### src/rtl/mips_pkg.sv
// Shared MIPS pipeline types and constants for the D->E boundary.
// DE_FWD_EN (optional): enables M/W operand forwarding in fwd_sel.
package mips_pkg;

   typedef logic [4:0]  reg_t;
   typedef logic [31:0] word_t;

   localparam word_t BUBBLE_WORD = 32'h0;
   localparam int    CNT_W       = 16;

   typedef struct packed {
      word_t pc;
      word_t instr;
      word_t rs_v;
      word_t rt_v;
      reg_t  rs;
      reg_t  rt;
      logic  valid;
   } id_ex_t;

endpackage

### src/rtl/de_pipe_reg_fwd_sel.sv
// Operand selector: register 0 reads zero, then M, then W, then regfile.
// DE_FWD_EN undefined: forwarding inputs are ignored.
module fwd_sel
   import mips_pkg::*;
(
   input  reg_t  i_src,
   input  word_t i_rd,
   input  logic  i_m_wr,
   input  reg_t  i_m_reg,
   input  word_t i_m_data,
   input  logic  i_w_wr,
   input  reg_t  i_w_reg,
   input  word_t i_w_data,
   output word_t o_opnd
);

   logic w_zero;

   assign w_zero = (i_src == 5'd0);

`ifdef DE_FWD_EN
   logic w_m_hit;
   logic w_w_hit;

   assign w_m_hit = !w_zero && i_m_wr && (i_m_reg == i_src);
   assign w_w_hit = !w_zero && !w_m_hit && i_w_wr && (i_w_reg == i_src);

   always_comb begin
      o_opnd = i_rd;
      unique case (1'b1)
         w_zero:  o_opnd = BUBBLE_WORD;
         w_m_hit: o_opnd = i_m_data;
         w_w_hit: o_opnd = i_w_data;
         default: o_opnd = i_rd;
      endcase
   end
`else
   logic w_unused;

   assign w_unused = ^{i_m_wr, i_m_reg, i_m_data,
                       i_w_wr, i_w_reg, i_w_data};

   assign o_opnd = w_zero ? BUBBLE_WORD : i_rd;
`endif

endmodule

### src/rtl/de_pipe_reg.sv
// D->E pipeline register with bubble insertion and saturating bubble count.
// DE_FWD_EN: compiles in M/W forwarding of the captured operands.
module de_pipe_reg
   import mips_pkg::*;
(
   input  logic        clk,
   input  logic        reset,
   input  logic        stall_D,
   input  logic        flush_D,
   input  word_t       PC_D,
   input  word_t       Instr_D,
   input  reg_t        rs_D,
   input  reg_t        rt_D,
   input  word_t       RD1_D,
   input  word_t       RD2_D,
   input  logic        RFWr_M,
   input  reg_t        RegWrite_M,
   input  word_t       FwdData_M,
   input  logic        RFWr_W,
   input  reg_t        RegWrite_W,
   input  word_t       Result_W,
   output word_t       PC_E,
   output word_t       Instr_E,
   output word_t       RS_E,
   output word_t       RT_E,
   output reg_t        rs_E,
   output reg_t        rt_E,
   output logic        valid_E,
   output logic [15:0] bubble_cnt
);

   word_t            w_rs_v;
   word_t            w_rt_v;
   logic             w_bubble;
   id_ex_t           r_e;
   logic [CNT_W-1:0] r_cnt;

   fwd_sel u_fwd_rs (
      .i_src    (rs_D),
      .i_rd     (RD1_D),
      .i_m_wr   (RFWr_M),
      .i_m_reg  (RegWrite_M),
      .i_m_data (FwdData_M),
      .i_w_wr   (RFWr_W),
      .i_w_reg  (RegWrite_W),
      .i_w_data (Result_W),
      .o_opnd   (w_rs_v)
   );

   fwd_sel u_fwd_rt (
      .i_src    (rt_D),
      .i_rd     (RD2_D),
      .i_m_wr   (RFWr_M),
      .i_m_reg  (RegWrite_M),
      .i_m_data (FwdData_M),
      .i_w_wr   (RFWr_W),
      .i_w_reg  (RegWrite_W),
      .i_w_data (Result_W),
      .o_opnd   (w_rt_v)
   );

   assign w_bubble = stall_D | flush_D;

   always_ff @(posedge clk) begin
      if (!reset) begin
         r_e   <= '0;
         r_cnt <= '0;
      end else if (w_bubble) begin
         r_e.pc    <= BUBBLE_WORD;
         r_e.instr <= BUBBLE_WORD;
         r_e.rs_v  <= BUBBLE_WORD;
         r_e.rt_v  <= BUBBLE_WORD;
         r_e.rs    <= '0;
         r_e.rt    <= '0;
         r_e.valid <= 1'b0;
         if (r_cnt != '1)
            r_cnt <= r_cnt + 1'b1;
      end else begin
         r_e.pc    <= PC_D;
         r_e.instr <= Instr_D;
         r_e.rs_v  <= w_rs_v;
         r_e.rt_v  <= w_rt_v;
         r_e.rs    <= rs_D;
         r_e.rt    <= rt_D;
         r_e.valid <= 1'b1;
      end
   end

   assign PC_E       = r_e.pc;
   assign Instr_E    = r_e.instr;
   assign RS_E       = r_e.rs_v;
   assign RT_E       = r_e.rt_v;
   assign rs_E       = r_e.rs;
   assign rt_E       = r_e.rt;
   assign valid_E    = r_e.valid;
   assign bubble_cnt = r_cnt;

endmodule

### config.mk
export PLATFORM = sky130hd
export DESIGN_NAME = de_pipe_reg
export DESIGN_NICKNAME = d
export VERILOG_FILES = /design/src/rtl/mips_pkg.sv /design/src/rtl/de_pipe_reg_fwd_sel.sv /design/src/rtl/de_pipe_reg.sv
export SDC_FILE = /design/constraint.sdc
export NUM_CORES = 1
export LEC_CHECK = 0
export CORE_AREA = 5 5 141 143
export DETAILED_ROUTE_END_ITERATION = 16
export DIE_AREA = 0 0 146 148
export GPL_ROUTABILITY_DRIVEN = 0
export PLACE_DENSITY = 0.61
export SYNTH_ARGS = -nofsm -noshare
export SYNTH_HDL_FRONTEND = slang
export SYNTH_SLANG_ARGS = --single-unit
### constraint.sdc
create_clock -name clk -period 1.7 [get_ports clk]
set_input_delay 0.34 -clock clk [delete_from_list [all_inputs] [get_ports clk]]
set_output_delay 0.34 -clock clk [all_outputs]
set_load 0.005 [all_outputs]
==> Yosys cells after proc, flatten, opt, wreduce, memory -nomap -nowiden <==
Index checks and enable logic that the tools add are counted.
W data, S select, Z words.
{ "word_totals": {"register_bits": 155, "inputBits": 218, "output_inout_bits": 155, "word_cells": 19} }
{ "classes": {"n_addsub": 1, "eq_ne": 1, "mux": 1, "bitwise_logic": 2, "reduce_logical": 6} }
{ "ops": {"columns": ["operator", "n"], "rows": [
  ["$add A16 B1 Y16 const B", 1],
  ["$ne A16 B16 Y1 const B", 1],
  ["$logic_not A5 Y1", 2],
  ["$reduce_or A3 Y1", 2],
  ["$reduce_and A2 Y1", 1],
  ["$reduce_or A2 Y1", 1],
  ["$mux W1", 1],
  ["$not A1 Y1", 1],
  ["$or A1 B1 Y1", 1]
]} }

==> Logic depth before layout (Yosys ltp) <==
{ "logic_depth": {"ltp_word": 2, "mapped_depth": 6, "mapped_depth_nobuf": 6} }

==> Hierarchy <==
Synthesis repeated with hierarchy kept, for this count alone.
{ "hier_totals": {"hier_cells": 482, "area_unflattened_um2": 5257.5} }
{ "by_module_without_submodules": {"columns": ["module", "instances", "cells_each", "area_per_inst_um2", "seq_area_each_um2"], "rows": [
  ["de_pipe_reg", 1, 402, 4614.4, 3103.0],
  ["fwd_sel", 2, 40, 321.6, 0.0]
]} }

==> Worst setup path before layout <==
No wires, ideal clock.
{ "synth_timing": {"path_type": "reg-to-reg", "startpoint": "reg r_cnt[0] (netlist: bubble_cnt[0])", "endpoint": "reg r_cnt[7] (netlist: bubble_cnt[7])", "setup_ns": 0.115, "arrival_time_ns": 1.482, "required_time_ns": 1.585, "path_slack_ns": 0.103, "stages_incl_launch_ff": 7, "path_buffers": 0, "synth_period_minus_slack_ns": 1.597, "cell_sequence": "dfxtp_1 > ha_1 > inv_1 > or4_4 > nand4_1 > xnor2_1 > and2_1"} }
{ "synth_between": {"elab_chain_len": 2} }
{ "synth_lines": {"columns": ["element", "line_no", "rtl"], "rows": [
  ["start, declared", "de_pipe_reg.sv:36", "logic [CNT_W-1:0] r_cnt;"],
  ["start signal, assigned", "de_pipe_reg.sv:77", "r_cnt <= r_cnt + 1'b1;"],
  ["branches (longest 2 deep; another with $add A16 B1 Y16)", null, null]
]} }
Parallel ways; which one is timed is not known.
A chain may end at the register's enable or synchronous reset.

==> Worst setup path in the final report <==
{ "layout_timing": {"startpoint": "reg r_cnt[3] (netlist: bubble_cnt[3])", "endpoint": "out bubble_cnt[3]"} }
{ "layout_rtl": {"columns": ["element", "line_no", "rtl"], "rows": [
  ["end, declared", "de_pipe_reg.sv:29", "output logic [15:0] bubble_cnt"]
]} }
No word-level cell between the ends.

==> flow_metrics.py <==
metrics = {
    "critical_path": {
        "cp-end-kind": "output port",
        "worst-setup-path-type": "flip-flop to output port",
        "crit_buf_inv": 1,
        "r2r_cells": 6,
        "worst-path-stages": 1,
        "crit_fanout": 8,
        "r2r_slack_ps": 100,
        "timing.rr.end": "bubble_cnt[5]",
        "crit_start": "bubble_cnt[3]",
        "cp-start-kind": "flip-flop",
        "r2r_start": "bubble_cnt[12]",
        "crit_end": "bubble_cnt[3]",
        "cp_slowest_stage_delay_ps": 510,
        "crit_slowest_cell": "clkdlybuf4s50_1",
        "critPathArrivalTime_ps": 1310,
        "path_cells": "clkdlybuf4s50_1",
        "cp_data_required_time_ps": 1360,
        "cp_top_family": "buffers and inverters",
    },
    "grt": {
        "grt.overflow.total": 0,
        "grt_pass1_wl_um": 22900,
        "grt_pass1_vias": 4141,
        "antenna_found_initial": 0,
        "grt_max_degree": 84,
        "groute.usage.overall_pct": 13.6,
    },
    "final_layout": {
        "layout.nets": 938,
        "synthToLayoutAreaGrowth_pct": 88.8,
        "finish.utilization_pct": 46.7,
        "drive_gt1_share_pct": 10.4,
        "stdcell_count": 966,
        "finalInstanceArea_um2": 8620,
        "diodes": 0,
        "layout_commonest_cell": "clkdlybuf4s50_1",
        "layout_common_cells": "280 x clkdlybuf4s50_1, 148 x dfxtp_1, 77 x and3_1",
    },
    "timing": {
        "setup_slack_ps": 49.9,
        "tightest_slew_ps": 465,
        "relSlewSlack_pct": 69.0,
        "final.setup.tns_ps": 0,
        "rsz0062_at_grt": "false",
        "skew_ps": 6.21,
        "period_minus_slack_ps": 1650,
        "hold_violations": 0,
        "fmaxAchievable_mhz": 606,
        "post-route-period-util_pct": 97.1,
        "finalSetupViolations": 0,
        "finalMaxSlewViolations": 0,
    },
    "routing": {
        "dr_total_vias": 3930,
        "dr.pass1.iters": 4,
        "post_drt_wl_per_cell_um": 15.5,
        "dr.first_iter.drc_count": 105,
        "avgViaCountPerCell": 4.07,
        "wirelength_um": 15000,
        "drc_errors": 0,
        "ant_nets": 0,
    },
    "worst_hold_path": {
        "holdCritStartpoint": "reset",
        "hp-class": "input pin to flip-flop",
    },
    "logic_synthesis": {
        "synthTopCellsByArea": "dfxtp_1 68%, and3_1 11%, and2_1 8.9%, clkbuf_1 2.0%, nor2_1 1.2%",
        "syn_area_um2": 4570,
        "synth_warnings": 0,
        "ys_dominant_reg_cell": "dfxtp_1",
        "synth_fp_nets": 616,
        "syn_inst": 397,
        "synthArstFlopShare_pct": 0,
        "synth.largest_area_cell": "dfxtp_1",
        "synth_top_area_share_pct": 67.9,
        "synth-seq-cells": 155,
        "syn_avg_cell_area_um2": 11.5,
        "yosysUniqueCellTypes": 31,
        "seq_area_frac_synth_pct": 67.9,
        "synth_edf_count": 0,
    },
    "power": {
        "p_per_area_nw_per_um2": 968,
        "ir_drop_uv": 616,
        "cellLeakagePower_nw": 3.70,
    },
    "floorplan": {
        "die_y_um": 148,
        "start_util_pct": 24.7,
        "die_w_um": 146,
        "die-area_um2": 21600,
        "core_region_area_um2": 18500,
        "std_cell_rows": 50,
        "io_pins": 373,
    },
    "flow_run": {
        "drv_cap": 0,
    },
    "outcome": {
        "outcome": "completed",
    },
    "clock_network": {
        "cts_sinks": 155,
        "clockBufferDepth": 2,
        "hold_buffers": 0,
        "post_cts_buffers": 0,
        "cts_buffers": 17,
        "worstSkewPairLatency_ps": 410,
        "clockRootBuffer": "clkbuf_16",
        "clkTransAtPathRegs_ps": 70,
        "cts_tree": "yes",
        "htreeDepth": 4,
    },
    "place": {
        "dp_cells": 934,
        "place_area_um2": 8010,
        "pre_cts_slack_ps": -342,
        "numPortBuffers": 296,
        "dp.final_hpwl_um": 11400,
    },
}
-- area by class of cell --
class                   count  area (um2)
clock buffers              18         429
flip-flops and latches    155        3110
clock inverters            14         181
repair buffers            328        3220
multi-input cells         215        1380
inverters                   2        7.51
fillers                  1665        9830
well taps                 234         293
-- cells by family (layout without fill, tap and decap cells) --
group	after synthesis	after routing	share of synthesized area (%)
compound gates	11	11	1.95
simple gates	191	191	25.2
buf+inv	27	362	2.30
mux	3	3	0.658
flops	155	155	67.9
fa+ha+maj	1	1	0.274
xor+xnor	9	9	1.73
-- worst min path at each step --
stage | to | cells past startpoint
6_report | valid_E | 4
5_1_grt | valid_E | 4
4_1_cts | valid_E | 4
3_5_place_dp | bubble_cnt[15] | 3
3_3_place_gp | bubble_cnt[1] | 3
2_1_floorplan | valid_E | 1
-- state kept, by name, summed over array words and instances (netlist names) --
name,flops
PC_E,32
RS_E,32
bubble_cnt,16
Instr_E,32
RT_E,32
rs_E,5
rt_E,5
valid_E,1
-- what timing repair did --
action | CTS | global route
endpoints found under the setup margin | 17 | 5
pin swaps | 0 | 1
resized for setup | 23 | 4
-- cell usage after synthesis, drive strengths merged, types with 2 or more instances --
cell / count
xnor2: 5
clkbuf: 24
and4: 3
xor2: 4
nor2: 15
mux2i: 3
dfxtp: 155
nor3: 5
and3: 77
nand3: 6
nand2: 7
inv: 2
and2: 65
o21a: 2
or4: 3
nand2b: 3
nand4: 6
-- routing by layer --
metal  track usage (%)  vias up  routed length, um
met5                 0        -                  0
met4              5.27        0                279
met3              5.00       19               1220
met2              23.7      171               7490
met1              15.1     1770               6010
li1                  -     1970                  -
-- power breakdown --
group          leakage (nW)  total (mW)  internal (mW)  switching (mW)
Sequential             1.26        3.75           3.73          0.0280
Clock                 0.300        3.87           2.23            1.64
Combinational          2.14       0.726          0.517           0.209
Total                  3.70        8.35           6.48            1.87
-- through the flow --
step	total power [mW]	hold slack, ps
after floorplan	3.98	440
after global placement	4.57	591
after detailed placement	4.58	596
after CTS	8.50	340
after global routing	8.71	370
final	8.35	355
Power figures use the tool's default switching activity.
